File: config.mk
export PLATFORM = sky130hd
export DESIGN_NAME = serial_addsub
export DESIGN_NICKNAME = d
export VERILOG_FILES = /design/src/rtl/serial_addsub.sv
export SDC_FILE = /design/constraint.sdc
export NUM_CORES = 1
export LEC_CHECK = 0
export ABC_AREA = 1
export BUFFER_PORTS_ARGS = -buffer_cell sky130_fd_sc_hd__buf_2
export CORE_MARGIN = 10
export CORE_UTILIZATION = 59
export DETAILED_ROUTE_END_ITERATION = 7
export PLACE_DENSITY = 0.95
export SLEW_MARGIN = 15
export SYNTH_ARGS = -nofsm -noshare
export SYNTH_HDL_FRONTEND = slang
export SYNTH_SLANG_ARGS = --single-unit
export TNS_END_PERCENT = 20
File: constraint.sdc
create_clock -name clk -period 3.2 [get_ports clk]
set_clock_uncertainty 0.05 [all_clocks]
set_input_delay 0.96 -clock clk [delete_from_list [all_inputs] [get_ports clk]]
set_output_delay 0.96 -clock clk [all_outputs]
set_load 0.005 [all_outputs]
File: src/rtl/serial_addsub.sv
// Digit-serial adder/subtractor: DIGIT bits of two WIDTH-bit operands per clock,
// with a registered carry and a start/busy/done handshake.
module serial_addsub #(
  parameter int WIDTH = 8,
  parameter int DIGIT = 1
) (
  input  logic             clk,
  input  logic             rst,
  input  logic             start,
  input  logic             sub,
  input  logic [WIDTH-1:0] a,
  input  logic [WIDTH-1:0] b,
  input  logic             cin,
  output logic             busy,
  output logic             done,
  output logic [WIDTH-1:0] sum,
  output logic             cout,
  output logic             ovf
);

  localparam int K  = WIDTH / DIGIT;
  localparam int CW = (K > 1) ? $clog2(K) : 1;

  typedef enum logic [1:0] {IDLE, RUN, DONE} state_t;

  state_t           state, state_next;
  logic [WIDTH-1:0] a_reg, b_reg, work, work_next;
  logic             carry;
  logic [CW-1:0]    cnt;
  logic [DIGIT:0]   digit_res;
  logic [DIGIT-1:0] digit_sum;
  logic             digit_cout, msb_cin, last;

  // Operands shift right so the active digit is always at the bottom; results
  // enter at the top, leaving digit 0 at the LSB after K shifts.
  always_comb begin
    digit_res  = {1'b0, a_reg[DIGIT-1:0]} + {1'b0, b_reg[DIGIT-1:0]} + (DIGIT+1)'(carry);
    digit_sum  = digit_res[DIGIT-1:0];
    digit_cout = digit_res[DIGIT];
    // Carry into a digit's top bit is recovered from that bit's sum and inputs.
    msb_cin    = digit_sum[DIGIT-1] ^ a_reg[DIGIT-1] ^ b_reg[DIGIT-1];
    work_next  = (work >> DIGIT) | (WIDTH'(digit_sum) << (WIDTH - DIGIT));
    last       = (cnt == CW'(K - 1));
  end

  always_comb begin
    // NOTE: default first so every path assigns state_next and no latch is inferred.
    state_next = state;
    case (state)
      IDLE:    if (start) state_next = RUN;
      RUN:     if (last)  state_next = DONE;
      DONE:    state_next = IDLE;
      default: state_next = IDLE;
    endcase
  end

  assign busy = (state == RUN);
  assign done = (state == DONE);

  always_ff @(posedge clk) begin
    // NOTE: sequential state uses non-blocking assignments so all registers
    // update together from pre-edge values.
    if (rst) begin
      state <= IDLE;
      a_reg <= '0;
      b_reg <= '0;
      work  <= '0;
      carry <= 1'b0;
      cnt   <= '0;
      sum   <= '0;
      cout  <= 1'b0;
      ovf   <= 1'b0;
    end else begin
      state <= state_next;
      case (state)
        IDLE: if (start) begin
          a_reg <= a;
          b_reg <= b ^ {WIDTH{sub}};
          carry <= cin ^ sub;
          cnt   <= '0;
          work  <= '0;
        end
        RUN: begin
          a_reg <= a_reg >> DIGIT;
          b_reg <= b_reg >> DIGIT;
          work  <= work_next;
          carry <= digit_cout;
          cnt   <= cnt + CW'(1);
          if (last) begin
            sum  <= work_next;
            cout <= digit_cout;
            ovf  <= digit_cout ^ msb_cin;
          end
        end
        default: ;
      endcase
    end
  end

endmodule

==> results of run 1 <==
==> power groups by stage <==
stage / logic (mW) / clock network, mW / registers, mW
after floorplan: 0.0964 / 0 / 0.522
after global placement: 0.112 / 0 / 0.524
after detailed placement: 0.117 / 0 / 0.525
after CTS: 0.118 / 0.261 / 0.514
after global routing: 0.137 / 0.280 / 0.517
final: 0.118 / 0.256 / 0.514
==> routing by layer <==
layer | global-route usage | up-vias
met4 | 0.0890 | 0
met3 | 0.0330 | 10
met1 | 0.150 | 704
met5 | 0 | -
li1 | - | 867
met2 | 0.234 | 43
==> worst max-delay path: stages, from the launching register on <==
cell,delay [ps]
dfxtp_1,490
nand2_4,230
inv_4,240
buf_2,160
==> final timing paths <==
check	from	to	slack, ps	depth (start not counted)
worst max-delay path	state[0]	busy	720	3
worst max register to register	cnt[0]	sum[4]	1540	7
worst min-delay path	cout	cout	420	2
worst min register to register	cout	cout	420	2
==> through the flow <==
| step | instance area, um^2 | hold WS (ps) | setup slack (ps) | std cells |
|---|---|---|---|---|
| after floorplan | 1850 | 378 | 1420 | 263 |
| after global placement | 1970 | 399 | 1100 | 326 |
| after detailed placement | 1970 | 408 | 1060 | 326 |
| after CTS | 2030 | 425 | 724 | 333 |
| after global routing | 2030 | 439 | 612 | 333 |
| final | 2030 | 422 | 717 | 333 |
==> area by class of cell <==
cell class | instances | area, um^2
clock buffer | 6 | 51.3
sequential | 39 | 781
fill | 268 | 998
multi-input combinational | 187 | 885
clock inverter | 1 | 5.00
tap | 44 | 55.1
timing repair buffer | 32 | 160
inverter | 24 | 92.6
==> cells by family (layout without fill, tap and decap cells) <==
family,after synthesis,in the layout,share of synthesized area
simple gates,152,152,0.349
flops,39,39,0.422
xor+xnor,7,7,0.0331
buf+inv,37,63,0.100
compound gates,25,25,0.0717
fa+ha+maj,3,3,0.0243
==> cells in the mapped netlist, drive strengths merged <==
master,number,area share
dfxtp,39,0.42
a21oi,14,0.042
ha,2,0.014
fa,1,0.011
and3,1,0.0041
inv,24,0.050
xnor2,6,0.028
clkbuf,2,0.0041
o21ai,11,0.030
xor2,1,0.0047
or2,1,0.0034
nand2,63,0.14
buf,11,0.046
nand3,33,0.089
nor2,54,0.11
==> flow_metrics.py, run 1 <==
metrics = {
    "setup_path": {
        "arrival_ps": 1470,
        "critPathKind": "reg -> out",
        "end_kind": "output port",
        "crit_path_max_fanout": 26,
        "cp.required_ps": 2190,
        "cp-start-kind": "register",
    },
    "floorplan": {
        "fp.dieH_um": 76.0,
        "die_w_um": 76.0,
        "dieArea_mm2": 0.00578,
        "boundaryPins": 33,
        "core_area_mm2": 0.00303,
        "rows": 20,
        "start_util": 0.611,
    },
    "cts": {
        "cts_buffers": 5,
        "post_cts_buffers": 0,
        "ctsResizeCount": 0,
        "clock_latency_ps": 360,
        "path_clk_slew_ps": 110,
        "clock_path_buffers": 2,
        "cts.sinks": 39,
        "tritoncts": "yes",
        "cts-root-buf": "clkbuf_4",
        "cts_htree_levels": 2,
        "hold_buffers": 0,
    },
    "grt": {
        "grt_pass1_wl_um": 6730,
        "grt_pass1_vias": 1584,
        "grtUsageTotal": 0.138,
        "antenna_found_initial": 0,
        "grt_max_degree": 27,
        "overflow": 0,
    },
    "synth": {
        "yosys_warnings": 0,
        "avgSynthCellArea_um2": 7.04,
        "syn-cell-area_mm2": 0.00185,
        "syn_inst": 263,
        "ys_seq_elements": 39,
        "syn_nets": 287,
        "synth.distinct_cells": 24,
        "seq_area_frac_synth": 0.422,
    },
    "detailed_routing": {
        "firstDrtPassIters": 4,
        "met3_length_um": 188,
        "wl_met2_um": 1900,
        "ant_nets": 0,
        "wl_met1_um": 1680,
        "drc": 0,
        "vias": 1624,
        "wire_per_inst_um": 11.6,
        "vias_per_cell": 4.88,
        "finalWirelength_um": 3880,
        "top_layer": "met4",
        "drt-initial-drc-count": 205,
    },
    "timing": {
        "fin_crit_ps": 2480,
        "finalSetupTns_ps": 0,
        "worst_pin_slew_ps": 497,
        "finalCritPeriodShare": 0.776,
        "slew_headroom": 0.668,
        "grt_setup_unrepaired": "no",
        "fmax_mhz": 403,
        "setup_viol": 0,
        "slew_violations": 0,
        "timing_hold_violations_final": 0,
    },
    "power_and_ir_drop": {
        "power_leakage_nw": 1.00,
        "p_clk_frac": 0.288,
        "seqPwrFrac": 0.579,
        "switching_share": 0.269,
        "p_total_uw": 888,
        "power_density_mw_per_mm2": 438,
        "p_sw_uw": 239,
        "p_int_uw": 649,
        "ir_drop_mv": 0.258,
        "p_comb_frac": 0.133,
    },
    "layout": {
        "fin_util": 0.670,
        "final_common_cell": "nand2_1",
        "layout-drive-gt1-share": 0.183,
        "fin_nets": 313,
        "area_growth_syn_to_layout_pct": 9.67,
        "mostFrequentLayoutCells": "58 x nand2_1, 52 x nor2_1, 39 x dfxtp_1, 33 x nand3_1, 32 x buf_2",
        "n_antenna_cell": 0,
    },
    "status": {
        "outcome": "finished, final reports clean",
    },
    "place": {
        "io_buffers": 32,
        "gp_congestion": 0.760,
        "post-dp-hpwl_um": 2820,
    },
    "run": {
        "cap_violations": 0,
    },
    "hold_path": {
        "hold_path.class": "reg -> reg",
    },
}
(Power assumes the default switching activity.)
==> run 2, diff against run 1 <==
--- a/config.mk
+++ b/config.mk
@@ -5,12 +5,12 @@
 export SDC_FILE = /design/constraint.sdc
 export NUM_CORES = 1
 export LEC_CHECK = 0
-export ABC_AREA = 1
+export ABC_AREA = 0
 export BUFFER_PORTS_ARGS = -buffer_cell sky130_fd_sc_hd__buf_2
 export CORE_MARGIN = 10
-export CORE_UTILIZATION = 59
+export CORE_UTILIZATION = 54
 export DETAILED_ROUTE_END_ITERATION = 7
-export PLACE_DENSITY = 0.95
+export PLACE_DENSITY = 0.89
 export SLEW_MARGIN = 15
 export SYNTH_ARGS = -nofsm -noshare
 export SYNTH_HDL_FRONTEND = slang
==> constraint.sdc (replaced) <==
create_clock -name clk -period 2.5 [get_ports clk]
set_clock_uncertainty 0.05 [all_clocks]
set_input_delay 0.75 -clock clk [delete_from_list [all_inputs] [get_ports clk]]
set_output_delay 0.75 -clock clk [all_outputs]
set_load 0.005 [all_outputs]
==> flow_metrics.py, run 2 <==
metrics = {
    "setup_path": {
        "cp.required_ps": 1700,
        "critPathKind": "reg -> out",
        "end_kind": "output port",
        "cp-start-kind": "register",
        "arrival_ps": 1190,
        "crit_path_max_fanout": 23,
    },
    "timing": {
        "slew_violations": 0,
        "grt_setup_unrepaired": "no",
        "worst_pin_slew_ps": 440,
        "timing_hold_violations_final": 0,
        "whs_ps": 407,
        "fmax_mhz": 501,
        "slew_headroom": 0.706,
        "fin_crit_ps": 1990,
        "setup_viol": 0,
        "finalCritPeriodShare": 0.798,
        "finalSetupTns_ps": 0,
    },
    "detailed_routing": {
        "finalWirelength_um": 3610,
        "drt-initial-drc-count": 152,
        "firstDrtPassIters": 4,
        "vias": 1517,
        "wire_per_inst_um": 13.0,
        "vias_per_cell": 5.44,
        "drc": 0,
        "ant_nets": 0,
    },
    "synth": {
        "synth.most_common_cell": "dfxtp_1",
        "seq_area_frac_synth": 0.431,
        "syn_inst": 207,
        "ys_seq_elements": 39,
        "avgSynthCellArea_um2": 8.76,
        "synth_area_leaders": "dfxtp_1 43%, a21oi_1 6.3%, nor2_1 6.0%",
        "yosysTopAreaCellShare": 0.431,
        "synth_edf_count": 0,
        "yosys-top-cells-count": "39 x dfxtp_1, 29 x nor2_1, 23 x a21oi_1",
        "yosys_warnings": 0,
        "syn_nets": 231,
        "synth.distinct_cells": 35,
        "syn-cell-area_mm2": 0.00181,
        "synth_area_leader_cell": "dfxtp_1",
        "synthFlopType": "dfxtp_1",
        "async_flop_share": 0,
    },
    "layout": {
        "final_common_cell": "dfxtp_1",
        "area_growth_syn_to_layout_pct": 12.7,
        "mostFrequentLayoutCells": "39 x dfxtp_1, 32 x buf_2, 29 x nor2_1, 23 x a21oi_1, 16 x nand2_1",
        "fin_nets": 258,
        "fin_cells": 279,
        "n_antenna_cell": 0,
        "layout-drive-gt1-share": 0.234,
    },
    "floorplan": {
        "boundaryPins": 33,
        "core_area_mm2": 0.00313,
        "dieArea_mm2": 0.00607,
        "rows": 20,
        "start_util": 0.580,
        "fp.dieH_um": 77.9,
        "die_w_um": 77.9,
    },
    "cts": {
        "cts-root-buf": "clkbuf_4",
        "cts_buffers": 5,
        "hold_buffers": 0,
        "tritoncts": "yes",
        "ctsResizeCount": 0,
        "clock_path_buffers": 2,
        "cts.sinks": 39,
        "post_cts_buffers": 0,
        "clock_latency_ps": 350,
        "path_clk_slew_ps": 120,
        "cts_htree_levels": 2,
    },
    "place": {
        "io_buffers": 32,
        "gp_congestion": 0.745,
        "placedCellCount": 271,
        "post-dp-hpwl_um": 2550,
    },
    "grt": {
        "overflow": 0,
        "grt_pass1_vias": 1497,
        "grt_pass1_wl_um": 6130,
        "antenna_found_initial": 0,
        "grt_max_degree": 26,
        "grtUsageTotal": 0.119,
    },
    "run": {
        "cap_violations": 0,
    },
    "power_and_ir_drop": {
        "power_density_mw_per_mm2": 610,
        "ir_drop_mv": 0.346,
        "p_total_mw": 1.25,
        "power_leakage_nw": 0.837,
    },
    "hold_path": {
        "hold_path.class": "reg -> reg",
    },
    "status": {
        "outcome": "finished, final reports clean",
    },
}
[run 2: report_power, final]
| group | internal (mW) | switching, mW |
|---|---|---|
| registers | 0.648 | 0.0187 |
| clock network | 0.210 | 0.207 |
| logic | 0.0754 | 0.0884 |
| total | 0.933 | 0.314 |
[run 2: final timing paths]
check	start	end	slack (ps)	cells past startpoint
worst max register to register	a_reg[0]	ovf	780	5
worst max-delay path	state[1]	done	510	3
worst min register to register	sum[3]	sum[3]	410	2
worst min-delay path	sum[3]	sum[3]	410	2
[run 2: stage by stage]
step                setup slack (ps)   util  cell area (um^2)
floorplan                        826      -              1810
finish                           506  0.653              2040
global placement                 590  0.627              1960
detailed placement               568  0.627              1960
global route                     388  0.653              2040
CTS                              479  0.653              2040
[run 2: cell type report]
cell class	instances	area (um^2)
fill	274	1080
multi-input combinational	141	895
sequential	39	781
timing repair buffer	36	190
tap	44	55.1
clock inverter	3	43.8
inverter	11	41.3
clock buffer	5	37.5
[run 2: critical path: stages (launching register included)]
cell and delay [ps]:
dfxtp_1 350, buf_4 230, nor2b_1 150, buf_2 110
[run 2: layer usage]
metal	vias up	routed length, um	track usage
li1	768	-	-
met1	699	1580	0.135
met2	41	1770	0.194
met3	9	190	0.0392
met4	0	76	0.0645
met5	-	0	0
[run 2: cells by family (layout without fill, tap and decap cells)]
logic type      after synthesis  after routing  synth area share
mux                           1              1           0.00552
simple gates                 64             64             0.168
xor+xnor                     12             12            0.0580
fa+ha+maj                     3              3            0.0248
compound gates               61             61             0.237
buf+inv                      27             55            0.0759
flops                        39             39             0.431
==> run 3, diff against run 2 <==
--- a/config.mk
+++ b/config.mk
@@ -5,12 +5,12 @@
 export SDC_FILE = /design/constraint.sdc
 export NUM_CORES = 1
 export LEC_CHECK = 0
-export ABC_AREA = 0
+export ABC_AREA = 1
 export BUFFER_PORTS_ARGS = -buffer_cell sky130_fd_sc_hd__buf_2
 export CORE_MARGIN = 10
-export CORE_UTILIZATION = 54
+export CORE_UTILIZATION = 55
 export DETAILED_ROUTE_END_ITERATION = 7
-export PLACE_DENSITY = 0.89
+export PLACE_DENSITY = 0.9
 export SLEW_MARGIN = 15
 export SYNTH_ARGS = -nofsm -noshare
 export SYNTH_HDL_FRONTEND = slang
==> constraint.sdc (replaced) <==
create_clock -name clk -period 1.9 [get_ports clk]
set_clock_uncertainty 0.05 [all_clocks]
set_input_delay 0.57 -clock clk [delete_from_list [all_inputs] [get_ports clk]]
set_output_delay 0.57 -clock clk [all_outputs]
set_load 0.005 [all_outputs]
==> flow_metrics.py, run 3 (same netlist as run 1, synthesis figures left out) <==
metrics = {
    "status": {
        "outcome": "finished, final reports clean",
    },
    "detailed_routing": {
        "finalWirelength_um": 3770,
        "vias_per_cell": 5.01,
        "wire_per_inst_um": 11.2,
        "vias": 1687,
        "ant_nets": 0,
        "drt-initial-drc-count": 149,
        "drc": 0,
        "firstDrtPassIters": 4,
    },
    "grt": {
        "overflow": 0,
        "grt_max_degree": 26,
        "grt_pass1_vias": 1577,
        "grtUsageTotal": 0.125,
        "antenna_found_initial": 0,
        "grt_pass1_wl_um": 6420,
    },
    "setup_path": {
        "cp_cell_sequence": "inv_2 -> nand2_4 -> inv_6 -> buf_2",
        "path_delay_family": "buffers and inverters",
        "arrival_ps": 1190,
        "worst-path-buf-inv": 3,
        "cp_slowest_cell": "dfxtp_1",
        "cp.required_ps": 1280,
        "critPathKind": "reg -> out",
        "critical-path-max-stage-delay_ps": 370,
        "crit_path_max_fanout": 22,
        "cp-start-kind": "register",
        "end_kind": "output port",
    },
    "layout": {
        "n_antenna_cell": 0,
        "fin_nets": 316,
        "layout-drive-gt1-share": 0.189,
        "final_common_cell": "nand2_1",
        "mostFrequentLayoutCells": "58 x nand2_1, 52 x nor2_1, 38 x dfxtp_1, 33 x nand3_1, 32 x buf_2",
        "area_growth_syn_to_layout_pct": 10.4,
        "final_area_mm2": 0.00204,
    },
    "timing": {
        "timing_hold_violations_final": 0,
        "slew_headroom": 0.741,
        "worst_pin_slew_ps": 387,
        "slew_violations": 0,
        "finalSetupTns_ps": 0,
        "setup_viol": 0,
        "grt_setup_unrepaired": "no",
        "fin_crit_ps": 1810,
        "finalCritPeriodShare": 0.952,
        "fmax_mhz": 553,
    },
    "cts": {
        "cts-root-buf": "clkbuf_4",
        "cts.sinks": 39,
        "clock_latency_ps": 340,
        "cts_buffers": 5,
        "tritoncts": "yes",
        "cts_htree_levels": 2,
        "hold_buffers": 0,
        "path_clk_slew_ps": 100,
        "clock_path_buffers": 2,
    },
    "floorplan": {
        "fp.dieH_um": 78.0,
        "core_area_mm2": 0.00328,
        "rows": 21,
        "dieArea_mm2": 0.00608,
        "die_w_um": 78.0,
        "start_util": 0.563,
        "boundaryPins": 33,
    },
    "power_and_ir_drop": {
        "power_density_mw_per_mm2": 704,
        "power_leakage_nw": 1.00,
        "ir_drop_mv": 0.301,
    },
    "place": {
        "post-dp-hpwl_um": 2740,
        "gp_congestion": 0.813,
        "placed_cell_area_mm2": 0.00200,
        "io_buffers": 32,
    },
    "hold_path": {
        "hold_path.class": "in -> reg",
    },
    "run": {
        "cap_violations": 0,
    },
}
-- run 3: path summary, 6_finish.rpt --
check | from | to | slack [ps] | cells after the start
setup / recovery | state[1] | busy | 90 | 4
hold / removal | a[7] | a_reg[7] | 420 | 3
setup reg to reg | a_reg[0] | ovf | 260 | 9
hold reg to reg | cnt[0] | cnt[0] | 430 | 1
-- run 3: layout make-up --
type	instances	area (um^2)
Clock buffer	6	41.3
Fill cell	306	1240
Inverter	24	95.1
Multi-Input combinational cell	187	885
Sequential cell	39	782
Tap cell	46	57.6
Timing Repair Buffer	35	183
-- run 3: worst register-to-register path: stages (launching register included) --
cell     delay [ps]
dfxtp_1         390
inv_1           100
fa_1            590
inv_1            90
nand2_1          60
nand2_1          50
nand2_1          50
nand3_1          70
nand2_1          70
inv_1            30
-- run 3: where the power goes --
group          total [mW]  internal (mW)  switching [mW]
Sequential          0.865          0.847          0.0178
Clock               0.371          0.132           0.239
Combinational       0.203         0.0786           0.125
Total                1.44           1.06           0.382
-- run 3: routing by layer --
layer | vias to the layer above | share of wire | GRT usage
met5 | - | 0 | 0
met4 | 0 | 0.023 | 0.0645
met3 | 9 | 0.061 | 0.0253
met2 | 49 | 0.52 | 0.226
met1 | 753 | 0.40 | 0.133
li1 | 876 | - | -
-- run 3: what timing repair did --
action,CTS,global route
resized for setup,1,1
setup buffers,0,0
endpoints found under the setup margin,1,1
-- run 3: stage by stage --
step	hold WS (ps)	cells	setup slack, ps	power, mW	utilization
2_1_floorplan	378	263	415	1.04	-
3_3_place_gp	406	331	292	1.08	0.608
3_5_place_dp	411	331	244	1.09	0.608
4_1_cts	421	337	21.3	1.45	0.621
5_1_grt	425	337	21.7	1.51	0.622
6_report	423	337	90.8	1.44	0.622
